===== config.mk =====
export PLATFORM = sky130hd
export DESIGN_NAME = step_sequencer
export DESIGN_NICKNAME = d
export VERILOG_FILES = /design/src/rtl/step_sequencer.sv
export SDC_FILE = /design/constraint.sdc
export NUM_CORES = 1
export LEC_CHECK = 0
export BUFFER_PORTS_ARGS = -buffer_cell sky130_fd_sc_hd__buf_4
export CORE_UTILIZATION = 40
export CTS_CLUSTER_SIZE = 30
export DETAILED_ROUTE_END_ITERATION = 10
export PLACE_DENSITY = 0.79
export SYNTH_ARGS = -nofsm -noshare
export SYNTH_HDL_FRONTEND = slang
export SYNTH_SLANG_ARGS = --single-unit
export TNS_END_PERCENT = 10

===== constraint.sdc =====
create_clock -name Clock -period 2.6 [get_ports Clock]
set_clock_uncertainty 0.1 [all_clocks]
set_input_delay 0.13 -clock Clock [delete_from_list [all_inputs] [get_ports Clock]]
set_output_delay 0.13 -clock Clock [all_outputs]
set_load 0.03 [all_outputs]

===== src/rtl/step_sequencer.sv =====
// ---------------------------------------------------------------------------
// step_sequencer
//   Two-state (IDLE/EXEC) control sequencer for a simple multi-cycle
//   processor datapath. It latches an instruction on an accepted Run and
//   steps a counter from 0 up to a last step chosen by the opcode. The
//   counter drives a downstream 2-to-4 step decoder.
//
// Parameters
//   CODEWID : width of the step code W
//   IRWID   : width of the instruction word; opcode = IR[IRWID-1:IRWID-3]
//
// Ports
//   Clock  : in  - single clock, rising edge
//   Resetn : in  - asynchronous active-low reset
//   Run    : in  - start request, sampled in IDLE only
//   DIN    : in  - instruction word, captured when Run is accepted
//   Hold   : in  - stall, freezes all step advance
//   Clear  : in  - synchronous abort, highest priority after reset
//   W      : out - current step code (registered)
//   En     : out - step decoder enable, high while in EXEC
//   IR     : out - latched instruction
//   Busy   : out - high while in EXEC
//   Done   : out - one-cycle completion pulse
// ---------------------------------------------------------------------------
module step_sequencer #(
   parameter int CODEWID = 2,
   parameter int IRWID   = 9
) (
   input  logic               Clock,
   input  logic               Resetn,
   input  logic               Run,
   input  logic [IRWID-1:0]   DIN,
   input  logic               Hold,
   input  logic               Clear,
   output logic [CODEWID-1:0] W,
   output logic               En,
   output logic [IRWID-1:0]   IR,
   output logic               Busy,
   output logic               Done
);

   typedef enum logic [0:0] {
      IDLE = 1'b0,
      EXEC = 1'b1
   } state_t;

   state_t               state;
   logic [CODEWID-1:0]   cnt;
   logic [IRWID-1:0]     ir_q;
   logic                 done_q;
   logic [CODEWID-1:0]   last_step;

   // Last step is decoded from the latched opcode, never from DIN.
   always_comb begin
      last_step = '0;
      case (ir_q[IRWID-1:IRWID-3])
         3'b000, 3'b001: last_step = CODEWID'(1);   // mv, mvi
         3'b010, 3'b011: last_step = CODEWID'(3);   // add, sub
         default:        last_step = '0;            // nop
      endcase
   end

   always_ff @(posedge Clock or negedge Resetn) begin
      if (!Resetn) begin
         state  <= IDLE;
         cnt    <= '0;
         ir_q   <= '0;
         done_q <= 1'b0;
      end else begin
         // Done is a pulse: it falls on every edge unless re-set below.
         done_q <= 1'b0;
         if (Clear) begin
            state <= IDLE;
            cnt   <= '0;
         end else begin
            case (state)
               IDLE: begin
                  if (Run && !Hold) begin
                     ir_q  <= DIN;
                     cnt   <= '0;
                     state <= EXEC;
                  end
               end
               EXEC: begin
                  if (!Hold) begin
                     if (cnt == last_step) begin
                        state  <= IDLE;
                        cnt    <= '0;
                        done_q <= 1'b1;
                     end else begin
                        cnt <= cnt + CODEWID'(1);
                     end
                  end
               end
               default: begin
                  state <= IDLE;
                  cnt   <= '0;
               end
            endcase
         end
      end
   end

   // All outputs come straight from flops; no input reaches them combinationally.
   assign W    = cnt;
   assign En   = (state == EXEC);
   assign Busy = (state == EXEC);
   assign IR   = ir_q;
   assign Done = done_q;

endmodule


### Yosys cells after proc, flatten, opt, wreduce, memory -nomap -nowiden

Cells that the tools add are included.

* $add $sub $neg: 1
* eq/ne operators: 6
* mux-type cells: 15
* bitwise operators: 2
* reduce and logical (&&, ||, !) cells: 7

Operators with widths (number)
* $mux 1: 8
* $mux 2: 4
* $pmux 2 s2: 2
* $eq 3x2->1 const B: 2
* $ne 3x3->1 const B: 2
* $reduce_or 2->1: 2
* $eq 3x1->1 const B: 1
* $logic_not 3->1: 1
* $reduce_and 3->1: 1
* $add 2x1->2 const B: 1
* $eq 2x2->1: 1
* $not 1->1: 2
* $pmux 1 s2: 1
* $reduce_and 2->1: 1
* $logic_and 1x1->1: 1
* $logic_not 1->1: 1

* flip-flop bits (word level): 13
* input port bits: 14
* output and inout port bits: 14

### Logic depth before layout (Yosys ltp)

Gate-level depths: netlist (run 1).

* depth in word-level cells: 8
* mapped depth: 4
* depth with buffers taken out: 3

### Worst setup path after synthesis (run 1)

Ideal clock, no wire load.

* kind: reg-to-reg
* start: register state (netlist: Busy)
* end: register ir_q[0] (netlist: IR[0])
* setup time: 0.125 ns
* data arrival time: 1.418 ns
* required time: 2.375 ns
* path slack: 0.958 ns
* cell stages (with the launch flop): 4
* buffers on the path: 1
* clock period less this slack: 1.642 ns
* cells stage by stage: dfrtp_1 -> nor4b_2 -> buf_6 -> mux2_2

* longest elaborated chain between the ends: 2

RTL lines
* start, declared: RTL line 47 `state_t state;`
* start signal, assigned: RTL line 65 `state <= IDLE;`
* start signal, assigned: RTL line 73 `state <= IDLE;`
* start signal, assigned: RTL line 81 `state <= EXEC;`
* $not 1->1
* $reduce_and 3->1 (no line)
* end signal, assigned: RTL line 67 `ir_q <= '0;`
* end signal, assigned: RTL line 79 `ir_q <= DIN;`
* end, declared: RTL line 49 `logic [IRWID-1:0] ir_q;`

Every way passes these cells.
A chain may end at the register's enable or synchronous reset.

### Final worst setup path (run 1)

* start: input Clear
* end: register ir_q[6] (netlist: IR[6])

* longest elaborated chain between the ends: 2

RTL lines
* start, declared: RTL line 34 `input logic Clear,`
* $not 1->1 (no line)
* $reduce_and 3->1 (no line)

Every way passes these cells.

==> results of run 1 <==
worst max-delay path by stage:
stage | depth (start not counted) | slack [ns] | from | endpoint
floorplan | 3 | 0.96 | Busy$_DFF_PN0_ | IR[0]$_DFFE_PN0P_
global placement | 3 | 1.09 | Busy$_DFF_PN0_ | IR[0]$_DFFE_PN0P_
detailed placement | 3 | 1.05 | Busy$_DFF_PN0_ | IR[6]$_DFFE_PN0P_
CTS | 5 | 1.03 | Clear | IR[6]$_DFFE_PN0P_
global route | 5 | 0.99 | Clear | IR[6]$_DFFE_PN0P_
finish | 5 | 1.02 | Clear | IR[6]$_DFFE_PN0P_
state kept, by name, indices dropped and copies added (netlist names):
| register | flops |
|---|---|
| IR | 9 |
| Busy | 1 |
| Done | 1 |
| W | 2 |
worst max-delay path, delay by kind of cell:
| family | cells | cell delay, ns |
|---|---|---|
| buffers and inverters | 3 | 0.92 |
| multiplexers | 1 | 0.35 |
| AND/OR/NAND/NOR | 1 | 0.23 |
routing by layer:
metal | track usage, % | up-vias | share of wire [%]
li1 | - | 242 | -
met1 | 23.9 | 223 | 44
met2 | 31.0 | 20 | 48
met3 | 5.00 | 0 | 7.3
met4 | 2.59 | 0 | 0
met5 | 0 | - | 0
through the flow:
stage | setup slack (ns) | util, % | cell area [µm²]
after floorplan | 0.958 | - | 579
final | 1.02 | 70.3 | 926
after CTS | 1.03 | 70.3 | 926
after global routing | 0.994 | 70.3 | 926
after global placement | 1.09 | 59.9 | 790
after detailed placement | 1.05 | 59.9 | 790
cell type report:
| cell class | count | area share (%) |
|---|---|---|
| sequential | 13 | 35.1 |
| timing repair buffer | 39 | 34.6 |
| multi-input combinational | 27 | 24.2 |
| clock buffer | 4 | 2.84 |
| tap | 15 | 2.03 |
| inverter | 3 | 1.22 |
where the power goes:
part,leakage [nW],total (mW),internal [mW],switching (mW)
Sequential,0.162,0.273,0.242,0.0308
Combinational,0.257,0.256,0.120,0.136
Clock,0.0150,0.116,0.0592,0.0565
Total,0.434,0.645,0.422,0.223
kinds of logic (layout without fill, tap and decap cells):
kind of cell	after synthesis	count (layout)	synth area share (%)
flip-flops	13	13	56.2
AO/OA/AOI/OAI	8	8	9.07
multiplexers	9	9	17.3
AND/OR/NAND/NOR	9	9	10.8
buffers and inverters	5	46	5.18
XOR/XNOR	1	1	1.51
timing repair:
action	CTS	global route
endpoints found under the hold margin	25	0
gates resized for setup	0	0
hold buffers	11	0
synthesized netlist by cell type, drive strengths merged:
master,count
inv,3
nand2,1
nor2,1
xnor2,1
o211ai,1
a31o,2
nor3,1
a31oi,2
dfrtp,13
nor3b,3
nor4b,1
a21oi,1
or2,1
mux2,8
o21ai,2
mux2i,1
nor2b,1
buf,2
==> summary.txt, run 1 <==
Critical path
  – CP most frequent cell: buf_4
  – Setup crit end kind: flip-flop
  – Worst reg2reg path endpoint: IR[6]$_DFFE_PN0P_
  – Worst r2r src: Busy$_DFF_PN0_
  – Critical path fanouts, max: 11
  – R2R depth: 3
  – Crit path required time: 2.65 ns
  – Max stage delay on crit path: 0.54 ns
  – Reg2reg setup slack: 1.06 ns
  – Arr. time, crit path: 1.63 ns
  – Worst setup SP type: input pin
  – Critical path type: in -> reg
  – CP cell instances: dlygate4sd3_1, buf_4, nor4b_2, buf_4, mux2_2
  – Slowest cell on crit path: dlygate4sd3_1

GRT
  – Largest net degree at the start of global routing: 14
  – First-pass GRT wire length: 1.93 mm
  – Initial antenna violation count: 0
  – Total GRT Usage: 18.4%
  – Number of global-route vias before repair: 453
  – GRT overflow: 0

Job
  – Max-Cap Viols: 0

Synthesis
  – Yosys cell types: 19
  – Seq/Total Area, Yosys: 56.2%
  – #FFs+latches synth: 13
  – Synth area leader: dfrtp_1
  – Syn_area_per_cell: 12.9 µm²
  – Cells after Synth: 45
  – Cell area after synthesis: 579 µm²
  – YS warnings: 0
  – Yosys top cell area share: 56.2%
  – Synth top area cells: dfrtp_1, mux2_2, nor3b_1, a31o_2, nor4b_2
  – Synthesized Nets: 59

Placement
  – Dpl hpwl: 860 µm
  – Placer congestion estimate: 0.652
  – Input/output buffers: 27
  – Placed insts: 86

Timing
  – Fin Setup TNS: 0 ns
  – Final hold violation count: 0
  – Final worst path period share: 60.7%
  – Finish-stage setup viols: 0
  – Worst-margin pin slew: 0.260 ns
  – RSZ-0062 raised after global routing: no
  – Slew margin rel.: 82.7%
  – Final min period: 1.58 ns
  – Worst hold margin: 0.116 ns
  – Slew Limit Fails: 0
  – F_max: 0.634 GHz

Power
  – Pwr Density: 697 mW/mm²
  – Overall power: 645 µW
  – Static leakage: 0.434 nW
  – Worst VDD drop: 0.000427 V

Layout
  – Share of cells above drive strength 1: 50.0%
  – Commonest cells after routing, fill and taps aside: buf_4, dfrtp_1, dlygate4sd3_1
  – Fill cells: 108
  – Reg area: 325 µm²
  – Final nets: 101
  – Final cell count without fillers: 101
  – Multi-input gate area: 224 µm²
  – Ant diodes: 0
  – Area grow syn2layout: 59.8%
  – Commonest non-fill, non-tap cell in the layout: buf_4

Clocking
  – CTS root buffer: clkbuf_4
  – CTS Sinks: 13
  – Clock transition at path regs: 0.07 ns
  – Clk Latency, worst-skew pair: 0.26 ns
  – Buffer depth of the longest clock path: 2
  – Setup Buffers After CTS: 0
  – TritonCTS clock tree: built
  – H-tree levels: 1
  – CTS buffer count: 3

Die
  – # IOs: 28
  – Initial Utilization: 44.0%
  – Core Region: 0.00132 mm²
  – Chip Height: 40.1 µm
  – Die Width: 40.1 µm
  – Cell Rows: 13
  – Die ar.: 0.00160 mm²

Detailed routing
  – DR vias: 485
  – Initial DRT Pass Iterations: 2
  – Wire length per cell: 11.0 µm
  – Drt via density: 4.80
  – Iter 0 DRT Violations: 5
  – DRC: 0
  – Post-route ant nets: 0
  – Routed Wire Length: 1.12 mm

Min path
  – Hold Path Depth: 3
  – Hold path endpoint: Done$_DFF_PN0_
  – Hold path start: Hold
  – Hold Crit Class: in -> reg

Outcome
  – Status: finished clean
No activity file was read; power rests on OpenSTA's default activity.
==> run 2: changes to the inputs <==
Settings changed: CORE_UTILIZATION 40 to 39, PLACE_DENSITY 0.79 to 0.8.
Clock period 2.6 ns to 1.45 ns, I/O delays scaled along.
==> run 2 against run 1 <==
Wire length increased by 23%. Clock power grew 93%. Worst hold slack got worse by 0.050 ns. Critical path depth down 2. Sequential power increased by 78%. Combinational power grew 88%. Total power increased by 85%. Register-to-register slack lost 1.0 ns. Flip-flop and latch count unchanged. Via count grew 6.8%.
==> summary.txt, run 2 (synthesis gave the netlist of run 1 again) <==
Clocking
  – TritonCTS clock tree: built (unchanged)
  – CTS root buffer: clkbuf_4 (unchanged)
  – Clock transition at path regs: 0.08 ns (was 0.07 ns)
  – CTS Sinks: 13 (unchanged)
  – H-tree levels: 1 (unchanged)
  – Clk Latency, worst-skew pair: 0.27 ns (was 0.26 ns)
  – Buffer depth of the longest clock path: 2 (unchanged)
  – Setup Buffers After CTS: 0 (unchanged)
  – CTS buffer count: 3 (unchanged)

Critical path
  – Crit path required time: 1.51 ns (was 2.65 ns)
  – Critical path type: reg -> reg (was in -> reg)
  – Setup crit end kind: flip-flop (unchanged)
  – Arr. time, crit path: 1.45 ns (was 1.63 ns)
  – Critical path fanouts, max: 11 (unchanged)
  – Worst setup SP type: flip-flop (was input pin)

Power
  – Static leakage: 0.443 nW (was 0.434 nW)
  – Overall power: 1.19 mW (was 645 µW)
  – P_sw: 426 µW (was 223 µW)
  – Clock share of power: 18.8% (was 17.9%)
  – Worst VDD drop: 0.000782 V (was 0.000427 V)
  – Sw Ratio: 35.7% (was 34.6%)
  – Pwr Density: 1260 mW/mm² (was 697 mW/mm²)
  – Internal power: 765 µW (was 422 µW)
  – Combinational share of power: 40.5% (was 39.7%)
  – Seq pwr share: 40.7% (was 42.3%)

GRT
  – Largest net degree at the start of global routing: 14 (unchanged)
  – Number of global-route vias before repair: 462 (was 453)
  – Initial antenna violation count: 0 (unchanged)
  – First-pass GRT wire length: 2.06 mm (was 1.93 mm)
  – Total GRT Usage: 20.0% (was 18.4%)
  – GRT overflow: 0 (unchanged)

Timing
  – Final min period: 1.40 ns
  – Slew margin rel.: 85.1% (was 82.7%)
  – F_max: 0.716 GHz
  – Finish-stage setup viols: 0 (unchanged)
  – Final worst path period share: 96.3%
  – Worst-margin pin slew: 0.223 ns (was 0.260 ns)
  – Worst hold margin: 0.0668 ns (was 0.116 ns)
  – Slew Limit Fails: 0 (unchanged)
  – Final hold violation count: 0 (unchanged)
  – RSZ-0062 raised after global routing: no (unchanged)

Detailed routing
  – DR vias: 518 (was 485)
  – Routed Wire Length: 1.37 mm (was 1.12 mm)
  – Post-route ant nets: 0 (unchanged)
  – Wire length per cell: 13.4 µm (was 11.0 µm)
  – Initial DRT Pass Iterations: 4 (was 2)
  – DRC: 0 (unchanged)
  – Drt via density: 5.08 (was 4.80)
  – Iter 0 DRT Violations: 6 (was 5)

Layout
  – Commonest non-fill, non-tap cell in the layout: buf_4 (unchanged)
  – Share of cells above drive strength 1: 51.7% (was 50.0%)
  – Area grow syn2layout: 63.5% (was 59.8%)
  – Finished layout cell area: 947 µm² (was 926 µm²)
  – Commonest cells after routing, fill and taps aside: buf_4, dfrtp_1, dlygate4sd3_1 (unchanged)
  – Final nets: 102 (was 101)
  – Ant diodes: 0 (unchanged)
  – Largest register FFs: 9 (unchanged)

Die
  – Chip Height: 40.5 µm (was 40.1 µm)
  – Die Width: 40.5 µm (was 40.1 µm)
  – Initial Utilization: 43.4% (was 44.0%)
  – Die ar.: 0.00164 mm² (was 0.00160 mm²)
  – # IOs: 28 (unchanged)
  – Core Region: 0.00133 mm² (was 0.00132 mm²)
  – Cell Rows: 13 (unchanged)

Job
  – Max-Cap Viols: 0 (unchanged)

Placement
  – Post-DP Area: 807 µm² (was 790 µm²)
  – Placer congestion estimate: 0.686 (was 0.652)
  – Input/output buffers: 27 (unchanged)
  – Dpl hpwl: 869 µm (was 860 µm)

Min path
  – Hold Crit Class: in -> async (was in -> reg)

Outcome
  – Status: finished clean (unchanged)
==> run 2: worst paths after layout <==
kind                                   startpoint                 to  slack, ns  depth (start not counted)
max in group asynchronous                  Resetn     Busy$_DFF_PN0_       1.01                          2
worst min-delay path                       Resetn   W[1]$_DFFE_PN0P_       0.07                          2
worst min register to register  IR[2]$_DFFE_PN0P_  IR[2]$_DFFE_PN0P_       0.42                          1
worst max register to register     Busy$_DFF_PN0_  IR[7]$_DFFE_PN0P_       0.05                          3
min in group Clock                          Clear     Busy$_DFF_PN0_       0.07                          3
worst max-delay path               Busy$_DFF_PN0_  IR[7]$_DFFE_PN0P_       0.05                          3
==> run 2: power by group through the flow <==
stage | Clock [mW] | Combinational, mW | Sequential [mW]
4_1_cts | 0.227 | 0.484 | 0.485
6_report | 0.224 | 0.482 | 0.485
3_3_place_gp | 0 | 0.452 | 0.488
5_1_grt | 0.244 | 0.509 | 0.499
3_5_place_dp | 0 | 0.460 | 0.490
2_1_floorplan | 0 | 0.127 | 0.637
==> run 2: stage by stage <==
step	std cells	TNS (ns)	util, %	setup slack [ns]
after CTS	102	0	70.7	0.0298
after global placement	87	0	60.5	0.0768
after detailed placement	87	0	60.5	0.0467
final	102	0	71.0	0.0540
after floorplan	45	-0.182	-	-0.0228
after global routing	102	0	71.0	0.00706
==> run 2: layout make-up <==
type                       instances  area (µm²)
sequential                        13         327
timing repair buffer              40         332
fill                             104         387
clock buffer                       4        26.3
tap                               15        18.8
inverter                           3        11.3
multi-input combinational         27         233
==> run 2: metal layers <==
| layer | GRT usage (%) | wire length, µm | share of wire, % | vias to the layer above |
|---|---|---|---|---|
| met5 | 0 | 0 | 0 | - |
| met4 | 7.50 | 6 | 0.44 | 0 |
| met3 | 3.33 | 78 | 5.7 | 2 |
| met2 | 34.5 | 712 | 52 | 24 |
| met1 | 24.6 | 572 | 42 | 247 |
| li1 | - | - | - | 245 |
==> run 2: critical path: stages, from the launching register on <==
cell,delay (ns)
dfrtp_2,0.43
nor4b_4,0.22
buf_6,0.18
mux2_2,0.34
==> run 2: timing repair <==
action,4_1_cts,5_1_grt
resized for setup,0,1
hold endpoints to repair,25,0
endpoints found under the setup margin,0,7
hold buffers,11,0
==> run 3: changes to the inputs <==
Settings changed: PLACE_DENSITY 0.8 to 0.72.
==> run 3 against run 2 <==
Wire length is 8.9% lower. Flip-flop and latch count did not move. Fmax is 0.29% lower. First-iteration DRC count is 83% lower. Sequential power is essentially flat. Final cell count up 0.98%. Largest cell class unchanged. Count of clock-buffer cells in the layout is the same. Critical path depth unchanged. Cell area is 1.7% higher. Setup slack got worse by 0.0041 ns.
==> summary.txt, run 3 (synthesis gave the netlist of run 1 again) <==
Outcome
  – Status: finished clean (unchanged)

Die
  – Die ar.: 0.00164 mm² (unchanged)
  – Initial Utilization: 43.4% (unchanged)
  – # IOs: 28 (unchanged)
  – Chip Height: 40.5 µm (unchanged)
  – Die Width: 40.5 µm (unchanged)
  – Core Region: 0.00133 mm² (unchanged)
  – Cell Rows: 13 (unchanged)

Critical path
  – Launch point of the worst path: Busy$_DFF_PN0_ (unchanged)
  – Setup crit end kind: flip-flop (unchanged)
  – Max stage delay on crit path: 0.42 ns (was 0.43 ns)
  – Slowest cell on crit path: dfrtp_2 (unchanged)
  – Crit path required time: 1.51 ns (about the same)
  – Worst setup SP type: flip-flop (unchanged)
  – Worst r2r src: Busy$_DFF_PN0_ (unchanged)
  – CP delay by family, top: flip-flops (unchanged)
  – WP buf/inv: 1 (unchanged)
  – Critical path type: reg -> reg (unchanged)
  – CP cell instances: nor4b_4, buf_12, mux2_2 (was nor4b_4, buf_6, mux2_2)
  – Critical path fanouts, max: 11 (unchanged)
  – Arr. time, crit path: 1.46 ns (was 1.45 ns)

Power
  – Worst VDD drop: 0.000830 V (was 0.000782 V)
  – Static leakage: 0.451 nW (was 0.443 nW)
  – Pwr Density: 1240 mW/mm² (was 1260 mW/mm²)

Timing
  – Final worst path period share: 96.6% (was 96.3%)
  – Worst-margin pin slew: 0.259 ns (was 0.223 ns)
  – PnR worst setup slack: 0.0499 ns (was 0.0540 ns)
  – Fin Setup TNS: 0 ns (unchanged)
  – Slew margin rel.: 82.6% (was 85.1%)
  – RSZ-0062 raised after global routing: no (unchanged)
  – Finish-stage setup viols: 0 (unchanged)
  – Worst hold margin: 0.0626 ns (was 0.0668 ns)
  – Final hold violation count: 0 (unchanged)
  – Slew Limit Fails: 0 (unchanged)
  – Final min period: 1.40 ns (about the same)
  – F_max: 0.714 GHz (was 0.716 GHz)

Detailed routing
  – Routed Wire Length: 1.25 mm (was 1.37 mm)
  – DR vias: 520 (was 518)
  – Post-route ant nets: 0 (unchanged)
  – Iter 0 DRT Violations: 1 (was 6)
  – Wire length per cell: 12.1 µm (was 13.4 µm)
  – DRC: 0 (unchanged)
  – Drt via density: 5.05 (was 5.08)
  – Initial DRT Pass Iterations: 2 (was 4)

Layout
  – Final nets: 103 (was 102)
  – Ant diodes: 0 (unchanged)
  – Largest register FFs: 9 (unchanged)
  – Commonest cells after routing, fill and taps aside: buf_4, dfrtp_1, dlygate4sd3_1 (unchanged)
  – Final cell count without fillers: 103 (was 102)
  – Commonest non-fill, non-tap cell in the layout: buf_4 (unchanged)
  – Final core utilization: 72.2% (was 71.0%)
  – Area grow syn2layout: 66.3% (was 63.5%)
  – Share of cells above drive strength 1: 52.3% (was 51.7%)
  – Fill cells: 104 (unchanged)

GRT
  – Largest net degree at the start of global routing: 14 (unchanged)
  – GRT overflow: 0 (unchanged)
  – Number of global-route vias before repair: 497 (was 462)
  – Total GRT Usage: 19.2% (was 20.0%)
  – Initial antenna violation count: 0 (unchanged)
  – First-pass GRT wire length: 2.01 mm (was 2.06 mm)

Placement
  – Input/output buffers: 27 (unchanged)
  – Dpl hpwl: 872 µm (was 869 µm)
  – Post-Place Worst Slack: 0.0582 ns (was 0.0467 ns)
  – Placed insts: 88 (was 87)
  – Placer congestion estimate: 0.680 (was 0.686)

Clocking
  – Clock transition at path regs: 0.08 ns (about the same)
  – H-tree levels: 1 (unchanged)
  – CTS buffer count: 3 (unchanged)
  – TritonCTS clock tree: built (unchanged)
  – Buffer depth of the longest clock path: 2 (unchanged)
  – CTS root buffer: clkbuf_4 (unchanged)
  – Clk Latency, worst-skew pair: 0.27 ns (about the same)
  – # resized after CTS: 0 (unchanged)
  – CTS Sinks: 13 (unchanged)

Min path
  – Hold path start: Hold
  – Hold Crit Class: in -> reg (was in -> async)

Job
  – Max-Cap Viols: 0 (unchanged)
[run 3: cell types whose count changed in the layout (fill, tap and decap cells not counted), sizes merged]
cell	change
buf	+1
[run 3: tightest hold or removal path, stage by stage]
cell,delay [ns]
buf_4,0.12
nor2b_1,0.07
nor3b_1,0.13
[run 3: worst paths after layout]
check / cells past startpoint / endpoint / slack (ns)
setup reg to reg: 3 / IR[2]$_DFFE_PN0P_ / 0.05
hold reg to reg: 1 / IR[4]$_DFFE_PN0P_ / 0.41
setup / recovery: 3 / IR[2]$_DFFE_PN0P_ / 0.05
min in group asynchronous: 2 / IR[6]$_DFFE_PN0P_ / 0.07
hold / removal: 3 / Done$_DFF_PN0_ / 0.06
max in group asynchronous: 2 / Busy$_DFF_PN0_ / 1.00
[run 3: power breakdown]
group	total, mW	leakage, nW	switching, mW	internal (mW)
Clock	0.218	0.0150	0.112	0.106
Sequential	0.482	0.160	0.0467	0.435
Combinational	0.491	0.276	0.263	0.228
Total	1.19	0.451	0.422	0.770
[run 3: what timing repair did]
item	in CTS	in global routing
hold endpoints to repair	25	0
setup buffers	0	0
hold buffers	11	0
[run 3: final cells by class]
type / instances / area (µm²) / share of cell area, %
clock buffer: 4 / 26.3 / 2.73
sequential: 13 / 327 / 33.9
timing repair buffer: 41 / 348 / 36.1
inverter: 3 / 11.3 / 1.17
multi-input combinational: 27 / 233 / 24.2
tap: 15 / 18.8 / 1.95
[run 3: through the flow]
stage / cell area [µm²] / power, mW
after floorplan: 589 / 0.764
after global placement: 827 / 0.948
after detailed placement: 827 / 0.955
after CTS: 963 / 1.20
after global routing: 963 / 1.26
final: 963 / 1.19
[run 3: layer usage]
metal  up-vias  GRT usage [%]  routed length [µm]
met5         -              0                   0
met4         0           7.50                  14
met3         4           5.56                  77
met2        23           32.9                 604
met1       247           22.2                 550
li1        246              -                   -
